File: src/rtl/avl_mem_arb.sv
// Two-master Avalon-MM arbiter (instruction fetch + data) onto one pipelined slave.
// Round-robin grant with lock-on-stall; an ID FIFO routes in-order read returns.
module avl_mem_arb #(
    parameter int OUTST_DEPTH = 4,
    parameter int ADDR_W      = 32
) (
    input  logic              clk,
    input  logic              rst,
    input  logic [ADDR_W-1:0] imem_address,
    input  logic              imem_read,
    output logic              imem_waitrequest,
    output logic              imem_readdatavalid,
    input  logic [ADDR_W-1:0] dmem_address,
    input  logic              dmem_read,
    input  logic              dmem_write,
    input  logic [31:0]       dmem_writedata,
    input  logic [3:0]        dmem_byteenable,
    output logic              dmem_waitrequest,
    output logic              dmem_readdatavalid,
    output logic [31:0]       rsp_readdata,
    output logic [1:0]        rsp_response,
    output logic [ADDR_W-1:0] mem_address,
    output logic              mem_read,
    output logic              mem_write,
    output logic [31:0]       mem_writedata,
    output logic [3:0]        mem_byteenable,
    input  logic              mem_waitrequest,
    input  logic [31:0]       mem_readdata,
    input  logic              mem_readdatavalid,
    input  logic [1:0]        mem_response
);
    localparam int PTR_W = $clog2(OUTST_DEPTH);
    localparam int CNT_W = PTR_W + 1;

    typedef enum logic {
        M_IMEM = 1'b0,
        M_DMEM = 1'b1
    } master_t;

    master_t                prio_q;
    master_t                lock_id_q;
    logic                   lock_q;
    logic [OUTST_DEPTH-1:0] id_fifo;
    logic [PTR_W-1:0]       wr_ptr;
    logic [PTR_W-1:0]       rd_ptr;
    logic [CNT_W-1:0]       count;

    logic fifo_full;
    logic fifo_empty;
    logic imem_ok;
    logic dmem_ok;
    logic gnt_imem;
    logic gnt_dmem;
    logic accept;
    logic push;
    logic pop;
    logic head;

    assign fifo_full  = (count == CNT_W'(OUTST_DEPTH));
    assign fifo_empty = (count == '0);

    // A full ID FIFO blocks reads only; a dmem read+write is treated as a read.
    assign imem_ok = imem_read & ~fifo_full;
    assign dmem_ok = dmem_read ? ~fifo_full : dmem_write;

    always_comb begin
        gnt_imem = 1'b0;
        gnt_dmem = 1'b0;
        if (!rst) begin
            if (lock_q) begin
                gnt_imem = (lock_id_q == M_IMEM) & imem_ok;
                gnt_dmem = (lock_id_q == M_DMEM) & dmem_ok;
            end else if (imem_ok && dmem_ok) begin
                gnt_imem = (prio_q == M_IMEM);
                gnt_dmem = (prio_q == M_DMEM);
            end else begin
                gnt_imem = imem_ok;
                gnt_dmem = dmem_ok;
            end
        end
    end

    assign mem_read       = gnt_imem | (gnt_dmem & dmem_read);
    assign mem_write      = gnt_dmem & dmem_write & ~dmem_read;
    assign mem_address    = gnt_dmem ? dmem_address : imem_address;
    assign mem_writedata  = dmem_writedata;
    assign mem_byteenable = gnt_dmem ? dmem_byteenable : 4'hF;

    assign imem_waitrequest = gnt_imem ? mem_waitrequest : 1'b1;
    assign dmem_waitrequest = gnt_dmem ? mem_waitrequest : 1'b1;

    assign accept = (gnt_imem | gnt_dmem) & ~mem_waitrequest;
    assign push   = accept & mem_read;
    // Returns arriving with no recorded ID (e.g. after reset) are dropped.
    assign pop    = mem_readdatavalid & ~fifo_empty & ~rst;
    assign head   = id_fifo[rd_ptr];

    assign imem_readdatavalid = pop & (head == 1'b0);
    assign dmem_readdatavalid = pop & (head == 1'b1);
    assign rsp_readdata       = mem_readdata;
    assign rsp_response       = mem_response;

    always_ff @(posedge clk) begin
        if (rst) begin
            prio_q    <= M_DMEM;
            lock_id_q <= M_IMEM;
            lock_q    <= 1'b0;
            wr_ptr    <= '0;
            rd_ptr    <= '0;
            count     <= '0;
        end else begin
            if (accept) begin
                prio_q <= gnt_dmem ? M_IMEM : M_DMEM;
                lock_q <= 1'b0;
            end else if (gnt_imem || gnt_dmem) begin
                lock_q    <= 1'b1;
                lock_id_q <= gnt_dmem ? M_DMEM : M_IMEM;
            end
            if (push) begin
                id_fifo[wr_ptr] <= gnt_dmem;
                wr_ptr          <= wr_ptr + PTR_W'(1);
            end
            if (pop) begin
                rd_ptr <= rd_ptr + PTR_W'(1);
            end
            case ({push, pop})
                2'b10:   count <= count + CNT_W'(1);
                2'b01:   count <= count - CNT_W'(1);
                default: count <= count;
            endcase
        end
    end
endmodule

File: config.mk
export PLATFORM = sky130hd
export DESIGN_NAME = avl_mem_arb
export DESIGN_NICKNAME = d
export VERILOG_FILES = /design/src/rtl/avl_mem_arb.sv
export SDC_FILE = /design/constraint.sdc
export NUM_CORES = 1
export LEC_CHECK = 0
export ABC_AREA = 0
export BUFFER_PORTS_ARGS = -buffer_cell sky130_fd_sc_hd__buf_2
export CORE_AREA = 2 2 98 100
export DETAILED_ROUTE_END_ITERATION = 8
export DIE_AREA = 0 0 100 102
export SYNTH_ARGS = -nofsm -noshare
export SYNTH_HDL_FRONTEND = slang
export SYNTH_SLANG_ARGS = --single-unit
File: constraint.sdc
create_clock -name clk -period 6 [get_ports clk]
set_input_delay 1.2 -clock clk [delete_from_list [all_inputs] [get_ports clk]]
set_output_delay 1.2 -clock clk [all_outputs]
set_load 0.1 [all_outputs]
# Word level (Yosys, flattened, before mapping)
# Index checks and enable logic that the tools add are counted.
# op_classes
n_reduce_logical	8
n_eq_ne	3
order_cmp	3
muxes	19
addsub	4
bitwise_logic	23
# ops
cell	count
$mux W32	1
$mux W1	13
$and A1 B1 Y1	12
$not A1 Y1	9
$lt A2 B3 Y1 const B	2
$pmux W3 S2	1
$add A2 B1 Y2 const B	2
$bwmux W4	1
$mux W4	1
$reduce_and A2 Y1	2
$add A3 B1 Y3 const B	1
$eq A3 B3 Y1 const B	1
$logic_not A3 Y1	1
$sub A3 B1 Y3 const B	1
$bmux W1 S2	1
$demux W1 S2	1
$eq A2 B1 Y1 const B	1
$eq A2 B2 Y1 const B	1
$ge A2 B1 Y1 const B	1
$logic_and A1 B1 Y1	2
$or A1 B1 Y1	2
$reduce_bool A2 Y1	1
$reduce_or A2 Y1	1
$logic_or A1 B1 Y1	1
# word_totals
regBits	14
word_cells	67
out_inout_bits	108
input_bits	141

# Longest topological paths before layout
# logic_depth
ltp_word	12
ltp_mapped	12
mapped_depth_nobuf	11

# Worst setup path before layout
# No wires, ideal clock.
# synth_timing
path_type	input to output
start	in rst
end	out mem_write
arrival_time_ps	4074
setup_slack_ps	726
t_required_ps	4800
stages	4
path_cell_list	clkbuf_1 -> a311oi_4 -> nand2_2 -> nor3b_1
# synth_via
elab_chain_cells	3
# synth_rtl
element	line	rtl
from (decl)	8	input logic rst,
$mux W1	69	if (!rst) begin
$and A1 B1 Y1 (2 in series)	84	assign mem_write = gnt_dmem & dmem_write & ~dmem_read;
to (decl)	24	output logic mem_write,
# Every way passes these cells.

# Worst setup path after layout
# layout_timing
start	in rst
end	out mem_address[18]
# layout_via
elab_chain_cells	2
# layout_rtl
element	line	rtl
$mux W1	69	
$mux W32	85	assign mem_address = gnt_dmem ? dmem_address : imem_address;
to (decl)	22	output logic [ADDR_W-1:0] mem_address,
# Every way passes these cells.

==> reports/qor.yml <==
power:
  switching_power_w: 0.000348
  swShare_pct: 61.2
  p_int_w: 0.000220
  vdd_drop_max_mv: 0.181
  power_frac_clock_pct: 13.6
  power-per-cell-area_nw_per_um2: 290
  power_w: 0.000568
  comb_power_share_pct: 66.7
  cellLeakagePower_nw: 1.10
  p_seq_share_pct: 19.7
route:
  drc: 0
  viasPerCell: 3.95
  vias: 1625
  ant_nets: 0
  detail_route.wl_per_cell_um: 11.4
  dr.pass1.iters: 4
  wl_um: 4670
  dr.first_iter.drc_count: 29
floorplan:
  die_area_um2: 10200
  dieHeight_um: 102
  coreArea_um2: 9110
  initial_core_util_pct: 18.9
  rows: 35
  boundaryPins: 249
  fp.dieW_um: 100
critical_path:
  cp.arrival_ns: 2.90
  critPathCaptureType: "primary output"
  required_ns: 4.80
  slowest_stage: "inv_2"
  cp_max_fo: 42
  r2r-start: "count[2]"
  ff2ff_path_depth: 11
  reg2reg_to: "count[2]"
  critPathCapture: "mem_address[18]"
  startpoint: "rst"
  startpoint_type: "input port"
  crit_type: "input port to primary output"
  reg2reg_slack_ns: 3.23
  path_cells: "buf_2, a311oi_4, nand2_2, inv_2, nand2_1, nand2_1, buf_2"
  cpPeakStageDelay_ns: 0.51
cells_and_area:
  syn_to_final_growth_pct: 13.7
  finalInstanceArea_um2: 1960
  antenna_cells: 0
  layout_commonest_cell: "buf_2"
  nets: 448
  drive_above_1_share_pct: 45.7
  mostFrequentLayoutCells: "buf_2 (116), nand2_1 (102), dfxtp_1 (10), nor2_1 (8), inv_1 (7)"
  final_core_util_pct: 21.5
clock_tree:
  clkLatencyLatePin_ns: 0.24
  cts_resized: 0
  htree_num_levels: 1
  postCtsHoldBufs: 0
  cts_buffer_depth: 2
  cts_setup_buffers: 0
  cts_root_buf: "clkbuf_8"
  cts_sinks: 14
  cts_buffers: 3
  cts_tree: "built"
  clkTransAtPathRegs_ns: 0.06
min_path:
  hold_path.class: "flip-flop to flip-flop"
timing:
  tns_ns: 0
  finalSetupViolCount: 0
  min_period_ns: 4.10
  post-route-period-util_pct: 68.3
  relSlewSlack_pct: 54.3
  rsz0062_at_grt: "no"
  hold_violations: 0
  max_clock_freq_ghz: 0.244
  whs_ns: 0.504
  slew_violations: 0
  clock_skew_ns: 0.00106
  worstMarginPinSlew_ns: 0.684
synth:
  syn-num-nets: 400
  ys.flop_type: "dfxtp_1"
  syn_area_um2: 1720
  yosys_warnings: 0
  ys_ff_latch: 14
  async_reset_ff_share_pct: 0
  syn_area_per_cell_um2: 6.81
  ys_seq_area_share_pct: 18.6
  synth.distinct_cells: 38
  yosys-top-cells-area: "buf_4 (30%), nand2_1 (22%), dfxtp_1 (12%), edfxtp_1 (7.0%), ha_1 (3.6%)"
  synth_cells: 253
  synth-edff-count: 4
  synth_top_area_cell: "buf_4"
  netlist.area_leader.share_pct: 29.6
place:
  hpwl_um: 3950
  gp_congestion: 0.802
  portBuffers: 116
  placed_cell_area_um2: 1910
global_routing:
  grt_max_degree: 43
  grt_pass1_vias: 1457
  grt_antenna_before_repair: 0
  grt_pass1_wl_um: 6970
  grt.overflow.total: 0
  track_usage_pct: 8.52
run_status:
  status: "finished, final reports clean"
flow_run:
  cap_violations: 0
-- worst max-delay path, delay by kind of cell --
family,cells,cell delay [ns]
AO/OA/AOI/OAI,1,0.27
AND/OR/NAND/NOR,3,0.30
buffers and inverters,3,1.11
-- per-stage QoR --
stage               worst slack, ns  std cells
floorplan                     0.726        253
global placement               1.90        407
detailed placement             1.86        407
CTS                            1.86        411
global route                   1.69        411
finish                         1.90        411
-- worst min-delay path by stage --
stage                     end  cells past startpoint  slack, ns       from
CTS                 lock_id_q                      2       0.51  lock_id_q
detailed placement  lock_id_q                      2       0.50  lock_id_q
global route        wr_ptr[0]                      1       0.55  wr_ptr[0]
finish              lock_id_q                      2       0.50  lock_id_q
global placement    lock_id_q                      2       0.49  lock_id_q
floorplan           lock_id_q                      2       0.46  lock_id_q
-- layer usage --
| layer | up-vias | share of wire [%] | global-route usage, % |
|---|---|---|---|
| li1 | 810 | - | - |
| met3 | 10 | 11 | 2.67 |
| met4 | 0 | 0.92 | 2.21 |
| met5 | - | 0 | 0 |
| met2 | 114 | 51 | 16.3 |
| met1 | 691 | 37 | 9.09 |
-- cell usage after synthesis, types with 2 or more instances --
cell type  count
nand2_1      102
nor2_1         8
inv_1          7
and2_2         4
ha_1           5
xor2_1         3
a21oi_1        4
buf_2          2
inv_2          2
clkbuf_1       4
nand2b_1       5
buf_4         68
o21ai_0        2
dfxtp_1       10
edfxtp_1       4
-- flip-flops by register name, indices dropped and copies added, names as in the netlist --
name and cells:
wr_ptr 2, prio_q 1, rd_ptr 2, count 3, lock_q 1, lock_id_q 1
id_fifo 4
-- power by group through the flow --
stage / Combinational (W) / Clock, W / Sequential, W
final: 0.000379 / 0.0000776 / 0.000112
after global routing: 0.000399 / 0.0000840 / 0.000113
after CTS: 0.000382 / 0.0000797 / 0.000112
after detailed placement: 0.000381 / 0 / 0.000114
after global placement: 0.000379 / 0 / 0.000114
after floorplan: 0.000523 / 0 / 0.000112
-- layout make-up --
type                            count  area, um^2
Clock buffer                        3        41.3
Timing Repair Buffer              117         588
Tap cell                          111         139
Sequential cell                    14         320
Fill cell                        1052        7150
Clock inverter                      1        3.75
Multi-Input combinational cell    156         833
Inverter                            9        33.8
-- cells by family after synthesis --
logic type | share of synthesized area [%]
buf+inv | 33.0
flops | 18.6
compound gates | 6.39
fa+ha+maj | 4.79
simple gates | 32.4
mux | 2.76
xor+xnor | 2.03
Note: power is estimated with default switching activity, not from simulation.
